===== config.mk =====
export PLATFORM = sky130hd
export DESIGN_NAME = qspi_psram_ctrl
export DESIGN_NICKNAME = d
export VERILOG_FILES = /design/src/rtl/psram_pkg.sv /design/src/rtl/qspi_psram_shifter.sv /design/src/rtl/qspi_psram_ctrl.sv
export SDC_FILE = /design/constraint.sdc
export NUM_CORES = 1
export LEC_CHECK = 0
export BUFFER_PORTS_ARGS = -buffer_cell sky130_fd_sc_hd__buf_2
export CORE_AREA = 2 2 103 105
export DETAILED_ROUTE_END_ITERATION = 8
export DIE_AREA = 0 0 105 107
export MAX_ROUTING_LAYER = met4
export PLACE_DENSITY = 0.72
export SYNTH_ARGS = -nofsm -noshare
export SYNTH_HDL_FRONTEND = slang
export SYNTH_SLANG_ARGS = --single-unit
export TNS_END_PERCENT = 20

===== constraint.sdc =====
create_clock -name clk -period 2.3 [get_ports clk]
set_input_delay 0.115 -clock clk [delete_from_list [all_inputs] [get_ports clk]]
set_output_delay 0.115 -clock clk [all_outputs]
set_load 0.02 [all_outputs]

===== src/rtl/psram_pkg.sv =====
// psram_pkg: commands, FSM state type, counter widths and lane helpers for the QSPI PSRAM controller
package psram_pkg;
  localparam logic [7:0] CMD_QREAD = 8'hEB;
  localparam logic [7:0] CMD_QWRITE = 8'h38;
  localparam int SCK_CNT_W = 6;
  localparam int HOLD_CNT_W = 8;
  typedef enum logic [2:0] {IDLE, HOLDOFF, CMD, ADDR, WAIT, RDATA, WDATA, DONE} state_t;
  function automatic logic [31:0] bswap(input logic [31:0] d);
    return {d[7:0], d[15:8], d[23:16], d[31:24]};
  endfunction
  function automatic logic [1:0] lo_lane(input logic [3:0] s);
    return s[0] ? 2'd0 : s[1] ? 2'd1 : s[2] ? 2'd2 : 2'd3;
  endfunction
  function automatic logic [1:0] hi_lane(input logic [3:0] s);
    return s[3] ? 2'd3 : s[2] ? 2'd2 : s[1] ? 2'd1 : 2'd0;
  endfunction
endpackage


===== src/rtl/qspi_psram_shifter.sv =====
// qspi_psram_shifter: SCK phase toggle, SCK-cycle down-counter and 1/4-bit shift register with nibble capture
module qspi_psram_shifter
  import psram_pkg::*;
(
  input  logic                 clk,
  input  logic                 rst,
  input  logic                 run,
  input  logic                 load,
  input  logic                 shift,
  input  logic                 quad,
  input  logic                 cap,
  input  logic [31:0]          load_data,
  input  logic [SCK_CNT_W-1:0] load_cnt,
  input  logic [3:0]           sio_in,
  output logic                 phase,
  output logic                 last,
  output logic [31:0]          sr
);
  logic [SCK_CNT_W-1:0] cnt;
  assign last = phase && cnt == SCK_CNT_W'(1);
  always_ff @(posedge clk)
    if (rst) begin
      phase <= 1'b0;
      cnt <= '0;
      sr <= '0;
    end else if (load) begin
      phase <= 1'b0;
      cnt <= load_cnt;
      sr <= load_data;
    end else if (run) begin
      phase <= !phase;
      if (phase) begin
        cnt <= cnt - 1'b1;
        if (shift) sr <= quad ? {sr[27:0], 4'b0} : {sr[30:0], 1'b0};
      end else if (cap) begin
        sr <= {sr[27:0], sio_in};
      end
    end
endmodule


===== src/rtl/qspi_psram_ctrl.sv =====
// qspi_psram_ctrl: 32-bit valid/ready to QSPI quad-read (0xEB) / quad-write (0x38) PSRAM initiator, SCK = clk/2
module qspi_psram_ctrl
  import psram_pkg::*;
#(
  parameter int CE_HIGH_CYCLES = 2,
  parameter int WAIT_CYCLES = 6
) (
  input  logic        clk,
  input  logic        rst,
  input  logic        valid,
  output logic        ready,
  input  logic [23:0] addr,
  input  logic [31:0] wdata,
  input  logic [3:0]  wstrb,
  output logic [31:0] rdata,
  output logic        ce_n,
  output logic        sclk,
  output logic [3:0]  sio_out,
  output logic [3:0]  sio_oe,
  input  logic [3:0]  sio_in
);
  state_t state, state_nx;
  logic [HOLD_CNT_W-1:0] hcnt;
  logic phase, last, load, rd, act, unused_ok;
  logic [31:0] sr, load_data;
  logic [SCK_CNT_W-1:0] load_cnt;
  logic [1:0] lo, hi;
  logic [2:0] n;
  assign unused_ok = ^addr[1:0];
  assign rd = wstrb == 4'b0;
  assign lo = lo_lane(wstrb);
  assign hi = hi_lane(wstrb);
  assign n = {1'b0, hi} - {1'b0, lo} + 3'd1;
  assign act = state inside {CMD, ADDR, WAIT, RDATA, WDATA};
  assign ce_n = !act;
  assign sclk = phase;
  assign ready = state == DONE;
  assign sio_oe = state == CMD ? 4'b0001 : state inside {ADDR, WDATA} ? 4'b1111 : 4'b0000;
  assign sio_out = !act ? 4'b0 : state == CMD ? {3'b0, sr[31]} : sr[31:28];
  qspi_psram_shifter u_shifter (
    .clk(clk),
    .rst(rst),
    .run(act),
    .load(load),
    .shift(state inside {CMD, ADDR, WDATA}),
    .quad(state != CMD),
    .cap(state == RDATA),
    .load_data(load_data),
    .load_cnt(load_cnt),
    .sio_in(sio_in),
    .phase(phase),
    .last(last),
    .sr(sr)
  );
  always_comb begin
    state_nx = state;
    load = 1'b0;
    load_data = '0;
    load_cnt = '0;
    case (state)
      HOLDOFF: state_nx = int'(hcnt) + 1 >= CE_HIGH_CYCLES ? IDLE : HOLDOFF;
      IDLE: if (valid && int'(hcnt) >= CE_HIGH_CYCLES) begin
        state_nx = CMD;
        load = 1'b1;
        load_data = {rd ? CMD_QREAD : CMD_QWRITE, 24'b0};
        load_cnt = SCK_CNT_W'(8);
      end
      CMD: if (last) begin
        state_nx = ADDR;
        load = 1'b1;
        load_data = {addr[23:2], rd ? 2'b00 : lo, 8'b0};
        load_cnt = SCK_CNT_W'(6);
      end
      ADDR: if (last) begin
        state_nx = !rd ? WDATA : WAIT_CYCLES > 0 ? WAIT : RDATA;
        load = 1'b1;
        load_data = bswap(wdata >> {lo, 3'b0});
        load_cnt = !rd ? SCK_CNT_W'({n, 1'b0}) : WAIT_CYCLES > 0 ? SCK_CNT_W'(WAIT_CYCLES) : SCK_CNT_W'(8);
      end
      WAIT: if (last) begin
        state_nx = RDATA;
        load = 1'b1;
        load_cnt = SCK_CNT_W'(8);
      end
      RDATA, WDATA: if (last) state_nx = DONE;
      DONE: state_nx = HOLDOFF;
    endcase
  end
  always_ff @(posedge clk)
    if (rst) begin
      state <= HOLDOFF;
      hcnt <= '0;
      rdata <= '0;
    end else begin
      state <= state_nx;
      hcnt <= state == DONE ? HOLD_CNT_W'(1) : state == HOLDOFF ? hcnt + 1'b1 : hcnt;
      if (state == RDATA && last) rdata <= bswap(sr);
    end
  always_ff @(posedge clk)
    if (!rst && state == IDLE && valid && !rd)
      assert (wstrb inside {4'b0001, 4'b0010, 4'b0100, 4'b1000, 4'b0011, 4'b1100, 4'b1111});
endmodule


# After elaboration in Yosys (flattened, before gate mapping)
# Cells that the tools add are included.
# Widths: inputs -> output; s select.
totals:
  wordCells: 95
  input_bits: 67
  memories: 0
  latch_bits: 0
  mem_bits_rw: 0
  ff_bits: 82
  output_inout_bits: 43
  rom_bits: 0
classes:
  n_eq_ne: 15
  shift: 1
  div_mod_pow: 0
  reduce_logical: 21
  multipliers: 0
  n_addsub: 5
  mux: 44
  n_lt_le_gt_ge: 2
  n_bitwise: 0
ops:
  columns: ["operator", "count"]
  rows:
  - ["$mux 32", 9]
  - ["$pmux 32 s3", 1]
  - ["$mux 4", 8]
  - ["$shr 32x5->32", 1]
  - ["$pmux 3 s7", 1]
  - ["$mux 3", 6]
  - ["$mux 6", 3]
  - ["$pmux 4 s4", 1]
  - ["$eq 3x3->1 const B", 4]
  - ["$mux 2", 6]
  - ["$ne 2x2->1 const B", 5]
  - ["$add 8x1->9 const B", 1]
  - ["$ge 9x2->1 const B", 1]
  - ["$add 8x1->8 const B", 1]
  - ["$ge 8x2->1 const B", 1]
  - ["$mux 8", 1]
  - ["$reduce_bool 2->1", 4]
  - ["$mux 1", 7]
  - ["$eq 3x2->1 const B", 2]
  - ["$eq 6x1->1 const B", 1]
  - ["$ne 3x2->1 const B", 2]
  - ["$reduce_bool 3->1", 2]
  - ["$reduce_or 2->1", 3]
  - ["$sub 6x1->6 const B", 1]
  - ["other kinds (13)", 16]

# Longest topological paths before layout
# Gate-level depths: netlist of the first run.
depth:
  depth_word: 9
  ltp_mapped: 10

# Cells and area by module
# From an unflattened synthesis of the first run, not the netlist that was laid out.
unflattened:
  cells_unflattened: 621
  hier_area_um2: 5018.6
modules_own_cells:
  columns: ["module", "area_each_um2", "cells_per_inst", "seq_area_each_um2", "n_inst"]
  rows:
  - ["qspi_psram_ctrl", 2722.6, 373, 860.8, 1]
  - ["qspi_psram_shifter", 2296.0, 248, 780.7, 1]

# Worst setup path before layout of the first run
# Ideal clock, no wire load.
synth_path:
  path_kind: "register to register"
  from: "register hcnt[0]"
  to: "register u_shifter.sr[26]"
  setup_ps: 76
  synth_period_minus_slack_ps: 2005
  stages_incl_launch_ff: 8
  n_path_buf: 1
  path_slack_ps: 295
  arrival_ps: 1929
  required_ps: 2224
  cell_sequence: "dfxtp_1 inv_1 ha_1 or3_1 o311a_4 or3_4 buf_6 o22ai_1"
synth_via:
  elab_chain_len: 6
synth_rtl:
  columns: ["item", "line_no", "text"]
  rows:
  - ["start: declaration", "qspi_psram_ctrl.sv:23", "logic [HOLD_CNT_W-1:0] hcnt;"]
  - ["start signal: assignment", "qspi_psram_ctrl.sv:96", "hcnt <= state == DONE ? HOLD_CNT_W'(1) : state == HOLDOFF ? hcnt + 1'b1 : hcnt;"]
  - ["$ge 8x2->1 *", "qspi_psram_ctrl.sv:62", "IDLE: if (valid && int'(hcnt) >= CE_HIGH_CYCLES) begin"]
  - ["$logic_and 1x1->1 *", "qspi_psram_ctrl.sv:62", null]
  - ["$mux 1", "qspi_psram_ctrl.sv:62", null]
  - ["$pmux 1 s2", "qspi_psram_ctrl.sv:60", "case (state)"]
  - ["$ne 3x2->1 (no line), or another cell as far along", null, null]
  - ["$reduce_and 3->1 (no line)", null, null]
  - ["end signal: assignment", "qspi_psram_shifter.sv:29", "sr <= load_data;"]
  - ["end signal: assignment", "qspi_psram_shifter.sv:34", "if (shift) sr <= quad ? {sr[27:0], 4'b0} : {sr[30:0], 1'b0};"]
  - ["end signal: assignment", "qspi_psram_shifter.sv:36", "sr <= {sr[27:0], sio_in};"]
  - ["end: declaration", "qspi_psram_shifter.sv:17", "output logic [31:0] sr"]
# Mark *: on every way between the ends. The rest lies on a longest branch, timed or not.
# A chain may end at the register's enable or synchronous reset.

# Final worst setup path of the first run
layout_path:
  from: "register hcnt[0]"
  to: "register u_shifter.cnt[1]"
layout_via:
  elab_chain_len: 6
layout_rtl:
  columns: ["item", "line_no", "text"]
  rows:
  - ["$ge 8x2->1 *", "qspi_psram_ctrl.sv:62", null]
  - ["$logic_and 1x1->1 *", "qspi_psram_ctrl.sv:62", null]
  - ["$mux 1 *", "qspi_psram_ctrl.sv:62", null]
  - ["$pmux 1 s2 *", "qspi_psram_ctrl.sv:60", null]
  - ["$reduce_bool 2->1 (no line)", null, null]
  - ["$reduce_and 2->1 (no line)", null, null]
  - ["end signal: assignment", "qspi_psram_shifter.sv:28", "cnt <= load_cnt;"]
  - ["end signal: assignment", "qspi_psram_shifter.sv:33", "cnt <= cnt - 1'b1;"]
  - ["end: declaration", "qspi_psram_shifter.sv:19", "logic [SCK_CNT_W-1:0] cnt;"]
# Marks and branches as above.

==> flow_metrics.env, run 1 <==
export IMPL_synth_commonest_cells="nand2_1, dfxtp_1, nor2_1, a21oi_1, mux2i_1"
export IMPL_fin_ws_ns=0.0980
export IMPL_die_h_um=107
export IMPL_track_usage=0.261
export IMPL_avgSynthCellArea_sq_um=7.87
export IMPL_grtUsageMet1=0.320
export IMPL_setup_violations=0
export IMPL_numCtsBuffers=9
export IMPL_yosysSeqAreaShare=0.338
export IMPL_p_int_w=0.00237
export IMPL_wl_per_cell_um=16.7
export IMPL_cts_tree="yes"
export IMPL_path_buf_inv=2
export IMPL_fp_dieArea_sq_um=11200
export IMPL_synth_distinct_cells=59
export IMPL_rsz0062_at_grt="false"
export IMPL_p_per_area_nw_per_um2=643
export IMPL_fmax_ghz=0.454
export IMPL_gr_usage_met2=0.440
export IMPL_ant_nets=0
export IMPL_violations="DRC"
export IMPL_cts_buffer_depth=2
export IMPL_crit_slowest_cell="o311a_4"
export IMPL_yosysMostFrequentCell="nand2_1"
export IMPL_synthTopCellsByArea="dfxtp_1, nand2_1, a21oi_1, mux2i_1, nor2_1"
export IMPL_overflow=0
export IMPL_power_frac_comb=0.287
export IMPL_worstPathArrival_ns=2.49
export IMPL_start_kind="flip-flop"
export IMPL_clock_latency_ns=0.36
export IMPL_cts_num_sinks=82
export IMPL_drc=1
export IMPL_grt_pass1_vias=4581
export IMPL_place_congestion=0.887
export IMPL_syn_area_sq_um=4860
export IMPL_viasPerCell=5.78
export IMPL_met3_usage=0.0389
export IMPL_synth_edff_count=0
export IMPL_yosys_warnings=0
export IMPL_grt_max_degree=37
export IMPL_criticalPathCategory="flip-flop to flip-flop"
export IMPL_fin_nets=789
export IMPL_ys_async_sr_fraction=0
export IMPL_synth_cells=618
export IMPL_initial_core_util=0.482
export IMPL_hold_viol=0
export IMPL_clkPwrFrac=0.269
export IMPL_place_detailed_hpwl_um=10800
export IMPL_grt_busiest_layer="met2"
export IMPL_synth_top_area_frac=0.338
export IMPL_core_area_sq_um=10100
export IMPL_max_stage_delay_ns=0.38
export IMPL_clk_pin_slew_worst_paths_ns=0.09
export IMPL_worst_pin_slew_ns=0.645
export IMPL_ys_flop_type="dfxtp_1"
export IMPL_area_delta_synth_final_pct=18.8
export IMPL_cts_root_buffer="clkbuf_8"
export IMPL_final_period_utilization=0.957
export IMPL_cp_max_fo=16
export IMPL_drive_gt1_frac=0.245
export IMPL_dr_pass1_iters=9
export IMPL_ys_ff_latch=82
export IMPL_max_cap_violations=0
export IMPL_first_iter_violations=436
export IMPL_seq_power_share=0.445
export IMPL_totalWireLength_um=14300
export IMPL_hp_class="input pin to flip-flop"
export IMPL_crit_chain="inv_1 -> ha_1 -> or3_1 -> o311a_4 -> nor2_4 -> buf_4 -> o211ai_1 -> a21oi_1"
export IMPL_io_buffers=107
export IMPL_place_ws_ns=0.102
export IMPL_grt_pass1_wl_um=22800
export IMPL_critPathTopFamily="simple AND/OR/NAND/NOR gates"
export IMPL_finClkSkew_ns=0.0114
export IMPL_fin_util=0.572
export IMPL_antenna_found_initial=0
export IMPL_fp_dieW_um=105
export IMPL_synthesis_nets=693
export IMPL_cts_max_level=3
export IMPL_required_ns=2.59
export IMPL_synth_top_area_cell="dfxtp_1"
export IMPL_period_needed_ns=2.20
export IMPL_p_sw_frac=0.361
export IMPL_n_antenna_cell=0
export IMPL_vias=4945
export IMPL_p_switching_w=0.00134
export IMPL_p_leak_nw=2.32
export IMPL_finalSetupTns_ns=0
export IMPL_outcome="finished, violations left"
export IMPL_slew_headroom=0.565
export IMPL_ir_drop_mv=0.426
export IMPL_num_io_pins=110
export IMPL_endpoint_kind="flip-flop"
export IMPL_maxSlewViolCount=0
export IMPL_num_rows=37
-- power by group through the flow --
stage,logic [W],clock network (W),registers [W]
6_report,0.00106,0.000999,0.00165
3_5_place_dp,0.00104,0,0.00168
5_1_grt,0.00117,0.00107,0.00166
2_1_floorplan,0.000750,0,0.00163
3_3_place_gp,0.00102,0,0.00167
4_1_cts,0.00105,0.00102,0.00165
-- cell usage in the layout (no fill, tap or decap), types with 11 or more instances in the layout --
| cell | Yosys | routed |
|---|---|---|
| dfxtp_1 | 82 | 82 |
| xor2_1 | 11 | 11 |
| a22oi_1 | 24 | 24 |
| o22ai_1 | 12 | 12 |
| nor3_1 | 15 | 15 |
| buf_2 | 14 | 107 |
| buf_4 | 2 | 24 |
| nor2b_1 | 13 | 13 |
| o21ai_0 | 21 | 21 |
| a21oi_1 | 57 | 57 |
| nand2_1 | 98 | 98 |
| nor2_1 | 64 | 64 |
| mux2_2 | 18 | 18 |
| mux2i_1 | 27 | 26 |
-- final cells by class --
class / instances / area (sq um)
inverter: 8 / 30.0
tap: 136 / 170
fill: 976 / 4320
sequential: 82 / 1640
multi-input combinational: 479 / 2990
timing repair buffer: 134 / 766
clock buffer: 9 / 124
clock inverter: 7 / 57.6
-- worst paths after layout --
kind                  start                to  slack, ns  cells past startpoint
hold / removal    wdata[30]   u_shifter.sr[6]       0.02                      2
setup / recovery    hcnt[0]  u_shifter.cnt[1]        0.1                      8
hold reg to reg    rdata[6]          rdata[6]       0.45                      2
setup reg to reg    hcnt[0]  u_shifter.cnt[1]        0.1                      8
-- worst reg2reg max path: cells and delay by family (launching register included) --
| kind | cells | cell delay, ns |
|---|---|---|
| adder cells (fa/ha/maj) | 1 | 0.18 |
| flip-flops | 1 | 0.34 |
| AND/OR/NAND/NOR | 2 | 0.72 |
| buffers and inverters | 2 | 0.27 |
| AO/OA/AOI/OAI | 3 | 0.63 |
-- state kept, by name, summed over array words and instances, names as in the netlist --
signal and cells:
hcnt 8, rdata 32, state 3, u_shifter.cnt 6
u_shifter.phase 1, u_shifter.sr 32
-- cells by family after synthesis --
group | after synthesis | synth area share
buf+inv | 57 | 0.0553
mux | 47 | 0.102
flops | 82 | 0.338
fa+ha+maj | 8 | 0.0206
simple gates | 234 | 0.222
compound gates | 175 | 0.236
xor+xnor | 15 | 0.0270
-- metal layers --
metal	up-vias	wire length (um)
li1	2407	-
met1	2290	5960
met2	218	6990
met3	30	992
met4	0	371
met5	-	0
-- through the flow --
step	cells	instance area (sq um)	hold slack [ns]	total power [W]
2_1_floorplan	618	4860	0.232	0.00238
5_1_grt	855	5780	0.0103	0.00390
6_report	855	5780	0.0208	0.00372
3_5_place_dp	838	5580	0.374	0.00272
3_3_place_gp	838	5580	0.376	0.00270
4_1_cts	855	5770	0.00671	0.00372
-- what timing repair did --
action                                  4_1_cts  5_1_grt
endpoints found under the setup margin        0        4
resized for setup                             0        1
hold endpoints to repair                      1        0
hold buffers                                  1        0
buffers inserted                              0        0
Power figures use the tool's default switching activity.
==> inputs of run 2 (changes only) <==
--- a/config.mk
+++ b/config.mk
@@ -6,11 +6,13 @@
 export NUM_CORES = 1
 export LEC_CHECK = 0
 export BUFFER_PORTS_ARGS = -buffer_cell sky130_fd_sc_hd__buf_2
-export CORE_AREA = 2 2 103 105
+export CELL_PAD_IN_SITES_DETAIL_PLACEMENT = 1
+export CELL_PAD_IN_SITES_GLOBAL_PLACEMENT = 2
+export CORE_AREA = 2 2 129 131
 export DETAILED_ROUTE_END_ITERATION = 8
-export DIE_AREA = 0 0 105 107
+export DIE_AREA = 0 0 131 133
 export MAX_ROUTING_LAYER = met4
-export PLACE_DENSITY = 0.72
+export PLACE_DENSITY_LB_ADDON = 0.1
 export SYNTH_ARGS = -nofsm -noshare
 export SYNTH_HDL_FRONTEND = slang
 export SYNTH_SLANG_ARGS = --single-unit
==> run 2 against run 1 <==
  * The flow now finishes without violations
  * Worst setup slack improved by 0.098 ns
  * Final area rose by 4.7%
  * Non-clock buffer count rose by 2
  * Global-route usage fell by 4.4 points
  * Via count fell by 0.71%
==> flow_metrics.env, run 2 (synthesis gave the netlist of run 1 again) <==
export IMPL_cts_tree="yes"
export IMPL_worstPathArrival_ns=2.33
export IMPL_viasPerCell=5.21
export IMPL_fp_dieW_um=131
export IMPL_place_congestion=0.861
export IMPL_vias=4910
export IMPL_die_h_um=133
export IMPL_setup_violations=0
export IMPL_rsz0062_at_grt="false"
export IMPL_track_usage=0.217
export IMPL_drc=0
export IMPL_hold_buffers=0
export IMPL_fp_dieArea_sq_um=17400
export IMPL_fill_cells=1983
export IMPL_cts_num_sinks=82
export IMPL_dr_pass1_iters=5
export IMPL_overflow=0
export IMPL_fin_nets=791
export IMPL_wl_per_cell_um=19.3
export IMPL_place_detailed_hpwl_um=13800
export IMPL_period_needed_ns=2.10
export IMPL_cts_buffer_depth=2
export IMPL_max_cap_violations=0
export IMPL_io_buffers=107
export IMPL_ant_nets=0
export IMPL_mostFrequentLayoutCells="buf_2, nand2_1, dfxtp_1, nor2_1, a21oi_1"
export IMPL_criticalPathCategory="flip-flop to flip-flop"
export IMPL_ir_drop_mv=0.336
export IMPL_final_period_utilization=0.915
export IMPL_start_kind="flip-flop"
export IMPL_multi_input_area_sq_um=2980
export IMPL_finalSetupTns_ns=0
export IMPL_finClkSkew_ns=0.0126
export IMPL_fin_area_sq_um=6050
export IMPL_cp_max_fo=4
export IMPL_worst_pin_slew_ns=0.639
export IMPL_slew_headroom=0.569
export IMPL_totalWireLength_um=18200
export IMPL_p_leak_nw=2.41
export IMPL_num_rows=47
export IMPL_num_io_pins=110
export IMPL_drive_gt1_frac=0.248
export IMPL_cts_max_level=3
export IMPL_seqCellArea_sq_um=1640
export IMPL_p_per_area_nw_per_um2=728
export IMPL_reg_top3="rdata (32), u_shifter.sr (32), hcnt (8)"
export IMPL_fmax_ghz=0.475
export IMPL_grt_pass1_wl_um=28100
export IMPL_required_ns=2.53
export IMPL_clk_pin_slew_worst_paths_ns=0.07
export IMPL_endpoint_kind="flip-flop"
export IMPL_core_area_sq_um=16200
export IMPL_numCtsBuffers=9
export IMPL_initial_core_util=0.301
export IMPL_placed_area_sq_um=5720
export IMPL_hold_viol=0
export IMPL_final_common_cell="buf_2"
export IMPL_clock_latency_ns=0.35
export IMPL_grt_pass1_vias=4984
export IMPL_grt_max_degree=59
export IMPL_outcome="finished, final reports clean"
export IMPL_cts_root_buffer="clkbuf_16"
export IMPL_maxSlewViolCount=0
export IMPL_hp_class="input pin to flip-flop"
export IMPL_antenna_found_initial=1
export IMPL_area_delta_synth_final_pct=24.4
export IMPL_first_iter_violations=267
export IMPL_post_cts_buffers=0
-- run 2: path summary, 6_finish.rpt --
path	startpoint	end	slack, ns	depth (start not counted)
hold reg to reg	rdata[16]	rdata[16]	0.45	2
hold / removal	rst	u_shifter.cnt[1]	0.01	2
setup / recovery	hcnt[0]	u_shifter.sr[24]	0.20	7
setup reg to reg	hcnt[0]	u_shifter.sr[24]	0.20	7
-- run 2: report_power, final --
group | total, W | switching, W | internal, W
clock network | 0.00163 | 0.000662 | 0.000963
registers | 0.00165 | 0.000125 | 0.00152
logic | 0.00113 | 0.000664 | 0.000465
-- run 2: worst max-delay path, cell delays in order, from the launching register on --
cell      delay [ns]
dfxtp_1         0.33
inv_1           0.06
ha_1            0.18
or3_1           0.36
o311ai_1        0.40
nor2_1          0.17
a221oi_1        0.35
a211oi_1        0.13
-- run 2: per-layer routing --
layer / vias to the layer above / routed length, um / track usage
li1: 2415 / - / -
met1: 2400 / 8260 / 0.268
met2: 76 / 9210 / 0.364
met3: 19 / 356 / 0.0299
met4: 0 / 333 / 0.0709
met5: - / 0 / -
-- run 2: timing repair --
| item | in CTS | in global routing |
|---|---|---|
| hold endpoints to repair | 0 | 0 |
| endpoints found under the setup margin | 0 | 1 |
| resized for setup | 0 | 1 |
-- run 2: stage by stage --
stage	cells	setup slack (ns)	total power [W]	hold WS [ns]	util
floorplan	618	0.295	0.00238	0.232	-
global placement	925	0.263	0.00278	0.380	0.354
detailed placement	925	0.168	0.00281	0.384	0.354
CTS	941	0.102	0.00444	0.00917	0.374
global route	942	0.0891	0.00464	0.00586	0.374
finish	942	0.196	0.00440	0.0146	0.374
-- run 2: layout make-up --
cell class	count	area share
diodes	1	0.000414
clock buffers	9	0.0372
clock inverters	7	0.0168
inverters	8	0.00497
multi-input cells	479	0.493
flip-flops and latches	82	0.272
well taps	220	0.0455
repair buffers	136	0.131
==> inputs of run 3 (changes only) <==
--- a/config.mk
+++ b/config.mk
@@ -13,6 +13,7 @@
 export DIE_AREA = 0 0 131 133
 export MAX_ROUTING_LAYER = met4
 export PLACE_DENSITY_LB_ADDON = 0.1
+export SETUP_SLACK_MARGIN = 0.5
 export SYNTH_ARGS = -nofsm -noshare
 export SYNTH_HDL_FRONTEND = slang
 export SYNTH_SLANG_ARGS = --single-unit
==> run 3 against run 2 <==
  * Power increased by 0.18%
  * Sequential share of layout area shrank 0.72 points
  * Via count up 1.7%
  * Count of clock-buffer cells in the layout increased by 1
  * First-iteration DRC count decreased by 7.5%
  * Largest cell class unchanged
  * Global-route usage rose by 0.50 points
  * Maximum frequency increased by 4.4%
  * Critical path depth increased by 1
  * Clock power down 12%
==> flow_metrics.env, run 3 (synthesis gave the netlist of run 1 again) <==
export IMPL_seqCellArea_sq_um=1660
export IMPL_fin_area_sq_um=6260
export IMPL_viasPerCell=5.24
export IMPL_track_usage=0.222
export IMPL_fmax_ghz=0.496
export IMPL_clk_pin_slew_worst_paths_ns=0.07
export IMPL_io_buffers=107
export IMPL_num_io_pins=110
export IMPL_worst_pin_slew_ns=0.625
export IMPL_cts_max_level=3
export IMPL_n_antenna_cell=0
export IMPL_die_h_um=133
export IMPL_fin_nets=803
export IMPL_reg_top3="rdata (32), u_shifter.sr (32), hcnt (8)"
export IMPL_grt_max_degree=34
export IMPL_setup_violations=0
export IMPL_crit_chain="inv_2 -> ha_2 -> or3_4 -> o311a_4 -> nor2_4 -> buf_12 -> a22oi_1 -> a211oi_1"
export IMPL_dr_pass1_iters=4
export IMPL_final_common_cell="buf_2"
export IMPL_required_ns=2.56
export IMPL_fp_dieArea_sq_um=17400
export IMPL_cts_tree="yes"
export IMPL_period_needed_ns=2.01
export IMPL_numCtsBuffers=9
export IMPL_hold_buffers=0
export IMPL_mostFrequentLayoutCells="buf_2, nand2_1, dfxtp_1, nor2_1, a21oi_1"
export IMPL_vias=4993
export IMPL_drive_gt1_frac=0.295
export IMPL_multi_input_area_sq_um=3110
export IMPL_outcome="finished, final reports clean"
export IMPL_fill_cells=1964
export IMPL_first_iter_violations=247
export IMPL_ant_nets=0
export IMPL_initial_core_util=0.301
export IMPL_area_delta_synth_final_pct=28.7
export IMPL_cts_num_sinks=82
export IMPL_clock_latency_ns=0.34
export IMPL_overflow=0
export IMPL_place_congestion=0.847
export IMPL_place_detailed_hpwl_um=13800
export IMPL_fp_dieW_um=131
export IMPL_maxSlewViolCount=0
export IMPL_rsz0062_at_grt="true"
export IMPL_crit_slowest_cell="o311a_4"
export IMPL_final_period_utilization=0.876
export IMPL_placed_area_sq_um=5720
export IMPL_finClkSkew_ns=0.0101
export IMPL_hold_viol=0
export IMPL_antenna_found_initial=0
export IMPL_cp_max_fo=19
export IMPL_core_area_sq_um=16200
export IMPL_totalWireLength_um=18500
export IMPL_endpoint_kind="flip-flop"
export IMPL_ir_drop_mv=0.378
export IMPL_cts_buffer_depth=2
export IMPL_wl_per_cell_um=19.4
export IMPL_grt_pass1_vias=5058
export IMPL_num_rows=47
export IMPL_hp_class="input pin to flip-flop"
export IMPL_p_leak_nw=2.45
export IMPL_slew_headroom=0.583
export IMPL_cts_root_buffer="clkbuf_16"
export IMPL_grt_pass1_wl_um=28700
export IMPL_p_per_area_nw_per_um2=704
export IMPL_start_kind="flip-flop"
export IMPL_finalSetupTns_ns=0
export IMPL_criticalPathCategory="flip-flop to flip-flop"
export IMPL_worstPathArrival_ns=2.27
export IMPL_max_stage_delay_ns=0.40
export IMPL_drc=0
export IMPL_max_cap_violations=0
## run 3: changes by cell type in the layout (fill, tap and decap cells not counted), moves of 3 or more
cell,previous run,this run
dfxtp_1,81,77
nor2_1,64,61
or3_4,2,5
buf_6,0,4
buf_4,26,32
clkinvlp_4,1,4
o22ai_1,12,5
dfxtp_4,0,3
o22ai_2,0,7
## run 3: power by group
| part | internal, W | switching (W) | leakage, nW | total [W] |
|---|---|---|---|---|
| Sequential | 0.00153 | 0.000122 | 0.665 | 0.00166 |
| Clock | 0.000774 | 0.000665 | 0.129 | 0.00144 |
| Combinational | 0.000578 | 0.000736 | 1.65 | 0.00131 |
## run 3: path summary, 6_finish.rpt
check             from               to  slack (ns)  cells past startpoint
max            hcnt[0]  u_shifter.sr[1]        0.29                      8
min          wdata[29]  u_shifter.sr[5]        0.04                      2
max reg2reg    hcnt[0]  u_shifter.sr[1]        0.29                      8
min reg2reg  rdata[23]        rdata[23]        0.45                      2
## run 3: through the flow
| stage | util | std cells | total power (W) | hold WS, ns | setup slack [ns] |
|---|---|---|---|---|---|
| floorplan | - | 618 | 0.00240 | 0.232 | 0.386 |
| global placement | 0.354 | 923 | 0.00279 | 0.387 | 0.260 |
| detailed placement | 0.354 | 923 | 0.00281 | 0.393 | 0.222 |
| CTS | 0.379 | 946 | 0.00438 | 0.0311 | 0.252 |
| global route | 0.387 | 953 | 0.00468 | 0.0459 | 0.213 |
| finish | 0.387 | 953 | 0.00441 | 0.0427 | 0.286 |
## run 3: worst max-delay path: cells and delay by family, from the launching register on
family / cells / cell delay, ns
buf+inv: 2 / 0.21
simple gates: 2 / 0.47
flops: 1 / 0.35
compound gates: 3 / 0.73
fa+ha+maj: 1 / 0.16
## run 3: cell type report
type / instances / area share
well taps: 220 / 0.0440
inverters: 8 / 0.00480
clock inverters: 6 / 0.00800
flip-flops and latches: 82 / 0.264
multi-input cells: 481 / 0.498
repair buffers: 146 / 0.143
clock buffers: 10 / 0.0382
## run 3: layer usage
| layer | GRT usage | wire [um] |
|---|---|---|
| met4 | 0.0579 | 253 |
| met1 | 0.286 | 8450 |
| met5 | - | 0 |
| met2 | 0.371 | 9380 |
| met3 | 0.0226 | 383 |
## run 3: what timing repair did
item | in CTS | in global routing
pin swaps | 7 | 8
gates resized for setup | 18 | 20
endpoints found under the setup margin | 49 | 77
gates cloned | 2 | 0
setup buffers | 5 | 7
